==> config.mk <==
export PLATFORM = sky130hd
export DESIGN_NAME = uart_rx_param
export DESIGN_NICKNAME = d
export VERILOG_FILES = /design/src/rtl/uart_rx_pkg.sv /design/src/rtl/uart_rx_sync.sv /design/src/rtl/uart_rx_param.sv
export SDC_FILE = /design/constraint.sdc
export NUM_CORES = 1
export LEC_CHECK = 0
export BUFFER_PORTS_ARGS = -buffer_cell sky130_fd_sc_hd__buf_2
export CAP_MARGIN = 10
export CELL_PAD_IN_SITES_DETAIL_PLACEMENT = 1
export CELL_PAD_IN_SITES_GLOBAL_PLACEMENT = 2
export CORE_MARGIN = 3
export CORE_UTILIZATION = 36
export DETAILED_ROUTE_END_ITERATION = 10
export PLACE_DENSITY_LB_ADDON = 0.1
export SLEW_MARGIN = 20
export SYNTH_ARGS = -nofsm -noshare
export SYNTH_HDL_FRONTEND = slang
export SYNTH_SLANG_ARGS = --single-unit
export TNS_END_PERCENT = 30
==> constraint.sdc <==
create_clock -name iclk -period 2.6 [get_ports iclk]
set_input_delay 0.52 -clock iclk [delete_from_list [all_inputs] [get_ports iclk]]
set_output_delay 0.52 -clock iclk [all_outputs]
set_load 0.01 [all_outputs]
==> src/rtl/uart_rx_pkg.sv <==
// Shared definitions for the parametrised UART receiver.
//   state_t           : receiver FSM states
//   PAR_*             : parity mode encodings for the PARITY parameter
//   calc_baud_div     : clocks per bit, truncated, never below 4
//   calc_half         : clocks to the middle of the start bit
//   clamp_range       : forces a parameter into its legal range
package uart_rx_pkg;

    typedef enum logic [2:0] {
        S_IDLE,
        S_START,
        S_DATA,
        S_PARITY,
        S_STOP,
        S_BRK_WAIT
    } state_t;

    localparam int PAR_NONE = 0;
    localparam int PAR_EVEN = 1;
    localparam int PAR_ODD  = 2;

    function automatic int calc_baud_div(input int clk_hz, input int baud);
        int d;
        if (baud <= 0) begin
            return 4;
        end
        d = clk_hz / baud;
        if (d < 4) begin
            d = 4;
        end
        return d;
    endfunction

    function automatic int calc_half(input int baud_div);
        return baud_div / 2;
    endfunction

    function automatic int clamp_range(input int v, input int lo, input int hi);
        if (v < lo) begin
            return lo;
        end
        if (v > hi) begin
            return hi;
        end
        return v;
    endfunction

endpackage

==> src/rtl/uart_rx_sync.sv <==
// Two-flop synchroniser for the asynchronous serial line.
//   iclk   : clock
//   irst_n : synchronous active-low reset, both stages reset to 1 (idle line)
//   din    : asynchronous input
//   dout   : synchronised output
module uart_rx_sync (
    input  logic iclk,
    input  logic irst_n,
    input  logic din,
    output logic dout
);

    logic meta;

    always_ff @(posedge iclk) begin
        if (!irst_n) begin
            meta <= 1'b1;
            dout <= 1'b1;
        end else begin
            meta <= din;
            dout <= meta;
        end
    end

endmodule

==> src/rtl/uart_rx_param.sv <==
// Parametrised UART receiver with valid/ready holding register.
//   iclk, irst_n  : clock, synchronous active-low reset
//   uart_rx_i     : asynchronous serial line, idle high
//   rx_data_o     : received word, LSB-aligned, unused upper bits 0
//   rx_valid_o    : holding register full; rx_ready_i accepts it
//   parity_err_o  : parity mismatch on held word
//   frame_err_o   : a stop bit sampled 0 on held word
//   break_o       : one-cycle pulse when a break is detected
//   overrun_o     : one-cycle pulse when a completed word is dropped
//   busy_o        : receiver not idle
module uart_rx_param import uart_rx_pkg::*; #(
    parameter int CLK_HZ    = 100_000_000,
    parameter int BAUD      = 9600,
    parameter int DATA_BITS = 8,
    parameter int PARITY    = 0,
    parameter int STOP_BITS = 1
) (
    input  logic       iclk,
    input  logic       irst_n,
    input  logic       uart_rx_i,
    output logic [7:0] rx_data_o,
    output logic       rx_valid_o,
    input  logic       rx_ready_i,
    output logic       parity_err_o,
    output logic       frame_err_o,
    output logic       break_o,
    output logic       overrun_o,
    output logic       busy_o
);

    localparam int BAUD_DIV = calc_baud_div(CLK_HZ, BAUD);
    localparam int HALF     = calc_half(BAUD_DIV);
    localparam int DBITS    = clamp_range(DATA_BITS, 5, 8);
    localparam int NSTOP    = clamp_range(STOP_BITS, 1, 2);
    localparam int CW       = $clog2(BAUD_DIV);

    state_t        state;
    logic          rxs;
    logic [CW-1:0] cnt;
    logic [2:0]    bit_idx;
    logic [7:0]    shift;
    logic [7:0]    data_word;
    logic          perr;
    logic          ferr;
    logic          all_zero;
    logic          armed;
    logic [1:0]    fill;
    logic          sample_tick;
    logic          stop_last;
    logic          is_brk;
    logic          hs;

    uart_rx_sync u_sync (
        .iclk   (iclk),
        .irst_n (irst_n),
        .din    (uart_rx_i),
        .dout   (rxs)
    );

    // Bits arrive LSB-first into the top of the shifter, so a short word
    // ends up left-aligned and is shifted down here.
    assign data_word = shift >> (8 - DBITS);
    assign hs        = rx_valid_o & rx_ready_i;
    assign busy_o    = (state != S_IDLE);

    always_comb begin
        sample_tick = 1'b0;
        case (state)
            S_START:                  sample_tick = (cnt == CW'(HALF - 1));
            S_DATA, S_PARITY, S_STOP: sample_tick = (cnt == CW'(BAUD_DIV - 1));
            default:                  sample_tick = 1'b0;
        endcase
    end

    assign stop_last = sample_tick && (state == S_STOP) && (bit_idx == 3'(NSTOP - 1));
    assign is_brk    = all_zero & ~rxs;

    always_ff @(posedge iclk) begin
        if (!irst_n) begin
            state        <= S_IDLE;
            cnt          <= '0;
            bit_idx      <= '0;
            shift        <= '0;
            perr         <= 1'b0;
            ferr         <= 1'b0;
            all_zero     <= 1'b0;
            armed        <= 1'b0;
            fill         <= '0;
            rx_data_o    <= '0;
            rx_valid_o   <= 1'b0;
            parity_err_o <= 1'b0;
            frame_err_o  <= 1'b0;
            break_o      <= 1'b0;
            overrun_o    <= 1'b0;
        end else begin
            break_o   <= 1'b0;
            overrun_o <= 1'b0;
            if (hs) begin
                rx_valid_o <= 1'b0;
            end

            // The synchroniser holds its reset value of 1 for two cycles
            // after reset; only a genuinely sampled high line may arm the
            // receiver, otherwise a line held low across reset would be
            // mistaken for a start bit.
            if (fill != 2'd2) begin
                fill <= fill + 2'd1;
            end
            if (fill == 2'd2 && rxs) begin
                armed <= 1'b1;
            end

            if (state == S_IDLE || state == S_BRK_WAIT || sample_tick) begin
                cnt <= '0;
            end else begin
                cnt <= cnt + CW'(1);
            end

            case (state)
                S_IDLE: begin
                    if (armed && !rxs) begin
                        state <= S_START;
                    end
                end
                S_START: begin
                    if (sample_tick) begin
                        if (rxs) begin
                            state <= S_IDLE;
                        end else begin
                            state    <= S_DATA;
                            bit_idx  <= '0;
                            all_zero <= 1'b1;
                            perr     <= 1'b0;
                            ferr     <= 1'b0;
                        end
                    end
                end
                S_DATA: begin
                    if (sample_tick) begin
                        shift    <= {rxs, shift[7:1]};
                        all_zero <= all_zero & ~rxs;
                        if (bit_idx == 3'(DBITS - 1)) begin
                            bit_idx <= '0;
                            state   <= (PARITY != PAR_NONE) ? S_PARITY : S_STOP;
                        end else begin
                            bit_idx <= bit_idx + 3'd1;
                        end
                    end
                end
                S_PARITY: begin
                    if (sample_tick) begin
                        perr     <= ((^data_word) ^ rxs) != (PARITY == PAR_ODD);
                        all_zero <= all_zero & ~rxs;
                        bit_idx  <= '0;
                        state    <= S_STOP;
                    end
                end
                S_STOP: begin
                    if (sample_tick) begin
                        ferr     <= ferr | ~rxs;
                        all_zero <= all_zero & ~rxs;
                        if (stop_last) begin
                            if (!rx_valid_o || hs) begin
                                rx_data_o    <= data_word;
                                parity_err_o <= perr;
                                frame_err_o  <= ferr | ~rxs;
                                rx_valid_o   <= 1'b1;
                            end else begin
                                overrun_o <= 1'b1;
                            end
                            break_o <= is_brk;
                            state   <= is_brk ? S_BRK_WAIT : S_IDLE;
                        end else begin
                            bit_idx <= bit_idx + 3'd1;
                        end
                    end
                end
                S_BRK_WAIT: begin
                    if (rxs) begin
                        state <= S_IDLE;
                    end
                end
                default: state <= S_IDLE;
            endcase
        end
    end

endmodule
==> results of run 1 <==
-- sequential cells by signal, indices dropped and copies added, names as in the netlist, 2 cells and up --
register,count
cnt,14
fill,2
bit_idx,3
rx_data_o,8
state,3
data_word,8
-- worst min path at each step --
stage	cells after the start	end	slack, ns
floorplan	1	u_sync.dout	0.39
global placement	1	u_sync.dout	0.39
detailed placement	1	u_sync.dout	0.40
CTS	2	u_sync.meta	0.38
global route	2	u_sync.meta	0.40
finish	2	u_sync.meta	0.39
-- cell families (layout without fill, tap and decap cells) --
family,count (synthesis),after routing,share of synthesized area (%)
compound gates,35,35,11.17
xor+xnor,21,21,7.819
simple gates,117,117,24.79
mux,20,20,8.511
buf+inv,20,42,3.351
fa+ha+maj,5,5,2.660
flops,49,49,41.70
-- Yosys cell counts (2+ instances only) --
library cell and instances:
dfxtp_1 49, nand2_1 35, nor2_1 28, mux2i_1 20, xnor2_1 13, nor2b_1 12, clkbuf_1 10, nand3_1 9
xor2_1 8, inv_1 7, a21oi_1 6, nand2b_1 6, ha_1 5, nand4_1 5, nor3_1 5, o211ai_1 5
o21a_1 5, o21ai_0 5, a211oi_1 4, and2_1 4, buf_2 3, o311ai_0 3, nor4_1 2
-- metrics by stage --
step	hold WS, ns	instances	setup WS [ns]
floorplan	0.3863	267	0.3991
global placement	0.3945	356	0.3504
detailed placement	0.4014	356	0.2958
CTS	0.3759	364	0.2953
global route	0.3964	364	0.1023
finish	0.3922	364	0.2893
-- report_power, final --
group	leakage, uW	switching, uW	internal (uW)	total [uW]
Sequential	0.000396	23.5	774	798
Clock	0.0000445	275	192	467
Combinational	0.000537	85.3	64.5	150
-- final cells by class --
| class | instances | share of cell area, % |
|---|---|---|
| clock inverter | 3 | 0.8045 |
| clock buffer | 5 | 2.603 |
| multi-input combinational | 198 | 48.89 |
| inverter | 7 | 0.9938 |
| sequential | 49 | 37.10 |
| tap | 75 | 3.549 |
| timing repair buffer | 27 | 6.058 |
-- per-layer routing --
layer	vias up	share of wire, %	track usage (%)
met5	-	0	0
met4	0	1.2	5.099
met3	4	3.1	2.852
met2	24	45	24.71
met1	874	51	21.85
li1	953	-	-
==> results.json, run 1 <==
{
  "rrSetupSlack_ns": 0.29,
  "via_per_inst": 5.096,
  "timing.final.crit_share_pct": 88.87,
  "antenna_cells": 0,
  "status": "completed",
  "yosys-top-cells-area": "dfxtp_1 (42%), mux2i_1 (8.5%), nand2_1 (5.6%)",
  "cts_setup_buffers": 0,
  "worst_ep_required_time_ns": 2.86,
  "hp-start": "uart_rx_i",
  "ys.flop_type": "dfxtp_1",
  "worst-path-stages": 5,
  "tightest_slew_ns": 0.5880,
  "core_region_area_sq_um": 6131,
  "synthDominantCellAreaShare_pct": 41.70,
  "fin_skew_ns": 0.003941,
  "h-tree-depth": 2,
  "endpoint": "bit_idx[2]",
  "pwr_density_cell_nw_per_um2": 535.1,
  "synth_edf_count": 0,
  "layout_commonest_cell": "dfxtp_1",
  "rsz0062_at_grt": "no",
  "place_area_sq_um": 2554,
  "portBuffers": 17,
  "hold_path.class": "primary input to flop",
  "ys_warn_count": 0,
  "synth-seq-cells": 49,
  "slowest_delay_ns": 0.58,
  "antenna_found_initial": 0,
  "cts_resized": 0,
  "yosysUniqueCellTypes": 41,
  "antenna_left": 0,
  "total_power_uw": 1415,
  "drive_gt1_share_pct": 13.49,
  "ir_worst_vdd_mv": 0.2967,
  "dr_total_vias": 1855,
  "dieHeight_microns": 86.84,
  "crit_arrival_ns": 2.57,
  "dr.pass1.iters": 4,
  "cts_buffers": 5,
  "clk_path_buf_depth": 2,
  "cts-root-buf": "clkbuf_8",
  "slowest_stage": "or4_1",
  "stdcell_area_sq_um": 2644,
  "crit_start": "state[2]",
  "die-area_sq_um": 7540,
  "gp_congestion": 0.7492,
  "wirelength_mm": 5.355,
  "drt_iter0_drc": 96,
  "track_usage_pct": 15.77,
  "drc_errors": 0,
  "hold_viol": 0,
  "crit_family": "simple AND/OR/NAND/NOR gates",
  "synthesis.area_sq_um": 2352,
  "final_util_pct": 43.12,
  "r2r.worst_path.cells": 5,
  "cts.sinks": 49,
  "grt_pass1_vias": 1903,
  "grt_max_degree": 40,
  "clk_pin_slew_ns": 0.10,
  "cp-end-kind": "flop",
  "maxCapViolations": 0,
  "seqCellArea_sq_um": 980.9,
  "grt_pass1_wl_mm": 9.466,
  "ios": 18,
  "cts_hold_buf": 0,
  "r2r_start": "state[2]",
  "yosysTopAreaCell": "dfxtp_1",
  "crit_path_start_kind": "flop",
  "hpwlAfterDp_mm": 3.887,
  "power.leakage_uw": 0.0009771,
  "drv_slew": 0,
  "die_w_microns": 86.84,
  "ys_seq_area_share_pct": 41.70,
  "multi_input_area_sq_um": 1292,
  "final_cell_mix": "dfxtp_1 (49), nand2_1 (35), nor2_1 (28), mux2i_1 (20), buf_2 (17)",
  "clock_latency_ns": 0.30,
  "max_freq_mhz": 432.8,
  "start_util_pct": 38.37,
  "synthCells": 267,
  "grt_overflow_total": 0,
  "nNetsFinal": 297,
  "mappedNetlistNets": 276,
  "tns_ns": 0,
  "finalSetupViolCount": 0,
  "crit_buf_inv": 0,
  "maxSlewHeadroom_pct": 60.63,
  "critical_path_class": "flop to flop",
  "crit_chain": "or3b_4 -> a211oi_1 -> o211ai_1 -> or4_1 -> nand2_1",
  "wire_per_inst_microns": 14.71,
  "cts_tree": "built",
  "async_flop_share_pct": 0,
  "post-route-min-period_ns": 2.311,
  "rows": 28,
  "crit_path_max_fanout": 12,
  "r2r_end": "bit_idx[2]",
  "area_growth_pct": 12.39,
  "synth_area_per_cell_sq_um": 8.810,
  "fillers": 741
}
(Power assumes the default switching activity.)
==> run 2, diff against run 1 <==
- ABC_AREA: default -> 1
- CORE_UTILIZATION: 36 -> 34
==> results.json, run 2 <==
{
  "grt_overflow_total": 0,
  "cts_resized": 0,
  "die-area_sq_um": 8012,
  "synthCells": 332,
  "synthDominantCellAreaShare_pct": 41.37,
  "drv_slew": 0,
  "ios": 18,
  "maxCapViolations": 0,
  "crit_path_max_fanout": 11,
  "core_region_area_sq_um": 6568,
  "largest_register_ffs": 14,
  "clk_path_buf_depth": 2,
  "crit_arrival_ns": 2.31,
  "rsz0062_at_grt": "no",
  "drt_iter0_drc": 52,
  "hold_viol": 0,
  "dr_total_vias": 2049,
  "wire_per_inst_microns": 11.65,
  "wirelength_mm": 5.183,
  "final_cell_mix": "nor2_1 (63), nand2_1 (63), dfxtp_1 (49), inv_1 (46), a21oi_1 (20)",
  "cts-root-buf": "clkbuf_8",
  "max_freq_mhz": 484.1,
  "synth.cells.most_frequent": "nand2_1 (63), nor2_1 (63), dfxtp_1 (49), inv_1 (46), a21oi_1 (20)",
  "nNetsFinal": 360,
  "stdcell_area_sq_um": 2633,
  "tns_ns": 0,
  "post-route-min-period_ns": 2.065,
  "hp-start": "uart_rx_i",
  "track_usage_pct": 14.45,
  "start_util_pct": 36.10,
  "tightest_slew_ns": 0.4128,
  "async_flop_share_pct": 0,
  "holdPathEnd": "u_sync.meta",
  "hold_depth": 2,
  "cts_buffers": 5,
  "mappedNetlistNets": 341,
  "status": "completed",
  "synth-seq-cells": 49,
  "via_per_inst": 4.604,
  "r2r_end": "rx_data_o[4]",
  "antenna_left": 0,
  "cts_setup_buffers": 0,
  "drc_errors": 0,
  "grt_max_degree": 22,
  "synth_area_per_cell_sq_um": 7.142,
  "ys_warn_count": 0,
  "clk_pin_slew_ns": 0.09,
  "dr.pass1.iters": 4,
  "ys_seq_area_share_pct": 41.37,
  "ir_worst_vdd_mv": 0.4396,
  "cts_tree": "built",
  "maxSlewHeadroom_pct": 72.38,
  "grt_pass1_wl_mm": 8.970,
  "dieHeight_microns": 89.51,
  "finalSetupViolCount": 0,
  "ys.flop_type": "dfxtp_1",
  "gp_congestion": 0.7192,
  "cp-end-kind": "flop",
  "fin_skew_ns": 0.005824,
  "antenna_cells": 0,
  "yosysTopAreaCell": "dfxtp_1",
  "power.leakage_uw": 0.001143,
  "rows": 29,
  "hpwlAfterDp_mm": 4.011,
  "hold_path.class": "primary input to flop",
  "rrSetupSlack_ns": 0.53,
  "cts.sinks": 49,
  "worst_ep_required_time_ns": 2.84,
  "r2r.worst_path.cells": 12,
  "fillers": 856,
  "place_area_sq_um": 2545,
  "portBuffers": 17,
  "clock_latency_ns": 0.30,
  "yosys-top-cells-area": "dfxtp_1 (41%), nand2_1 (10%), nor2_1 (10%)",
  "crit_path_start_kind": "flop",
  "antenna_found_initial": 0,
  "timing.final.crit_share_pct": 79.44,
  "cts_hold_buf": 0,
  "r2r_start": "cnt[0]",
  "pwr_density_cell_nw_per_um2": 691.1,
  "area_growth_pct": 11.03,
  "yosysUniqueCellTypes": 31,
  "grt_pass1_vias": 1948,
  "drive_gt1_share_pct": 11.93,
  "h-tree-depth": 2,
  "die_w_microns": 89.51,
  "synth_edf_count": 0,
  "critical_path_class": "flop to flop",
  "largest_register": "cnt",
  "synthesis.area_sq_um": 2371
}
## run 2: cell count changes after synthesis, moves of 11 or more
cell	previous run	this run
a21oi_1	6	20
inv_1	7	46
mux2i_1	20	0
nand2_1	35	63
nor2_1	28	63
nor2b_1	12	0
o21ai_0	5	16
## run 2: layer usage
| layer | wire length (microns) | global-route usage (%) |
|---|---|---|
| met5 | 0 | 0 |
| met3 | 118 | 3.318 |
| met1 | 2635 | 19.70 |
| met2 | 2372 | 23.04 |
| met4 | 56 | 3.654 |
## run 2: layout make-up
cell class                      instances  area, sq um  area share [%]
Inverter                               49        185.2           7.034
Clock buffer                            6        72.57           2.757
Timing Repair Buffer                   19        100.1           3.802
Multi-Input combinational cell        227         1162           44.15
Tap cell                               93        116.4           4.420
Sequential cell                        49        980.9           37.26
Clock inverter                          2        15.01          0.5703
## run 2: worst max path at each step
stage / start / endpoint / slack [ns] / cells past startpoint
CTS: cnt[0] / rx_data_o[4] / 0.49 / 12
finish: cnt[0] / rx_data_o[4] / 0.53 / 12
global placement: cnt[0] / frame_err_o / 0.61 / 10
detailed placement: cnt[0] / rx_data_o[4] / 0.52 / 12
global route: cnt[0] / rx_data_o[5] / 0.27 / 12
floorplan: cnt[0] / frame_err_o / 0.95 / 11
## run 2: kinds of logic (layout without fill, tap and decap cells)
group                      after synthesis  count (layout)  synth area share, %
DFF                                     49              49                41.37
xor gates and xnor gates                14              14                5.172
and+or+nand+nor                        166             166                32.03
AOI/OAI and AO/OA                       42              42                9.182
adders and majority gates                5               5                2.639
buffers and inverters                   56              76                9.604
## run 2: power breakdown
| group | internal, uW | total (uW) | switching (uW) |
|---|---|---|---|
| sequential | 798 | 844 | 46.4 |
| clock | 190 | 446 | 256 |
| combinational | 163 | 530 | 367 |
| total | 1150 | 1820 | 669 |
## run 2: through the flow
stage                     utilization [%]  setup WS, ns  instances  power (uW)  hold WS [ns]
after global placement              38.75        0.6062        437        1404        0.3955
after detailed placement            38.75        0.5212        437        1401        0.3997
after global routing                40.08        0.2672        445        1965        0.3830
after CTS                           40.08        0.4944        445        1857        0.3919
final                               40.08        0.5345        445        1819        0.4037
after floorplan                         -        0.9548        332        1285        0.3925
## run 2: critical path, cell delays in order, from the launching register on
cell     delay [ns]
dfxtp_1        0.37
ha_1           0.18
nand2_1        0.08
inv_1          0.10
nand2_1        0.07
nor2_1         0.15
nand2_2        0.11
nor2_8         0.20
nand4_2        0.27
buf_4          0.28
nand2_1        0.07
nand2_1        0.05
nor2_1         0.09
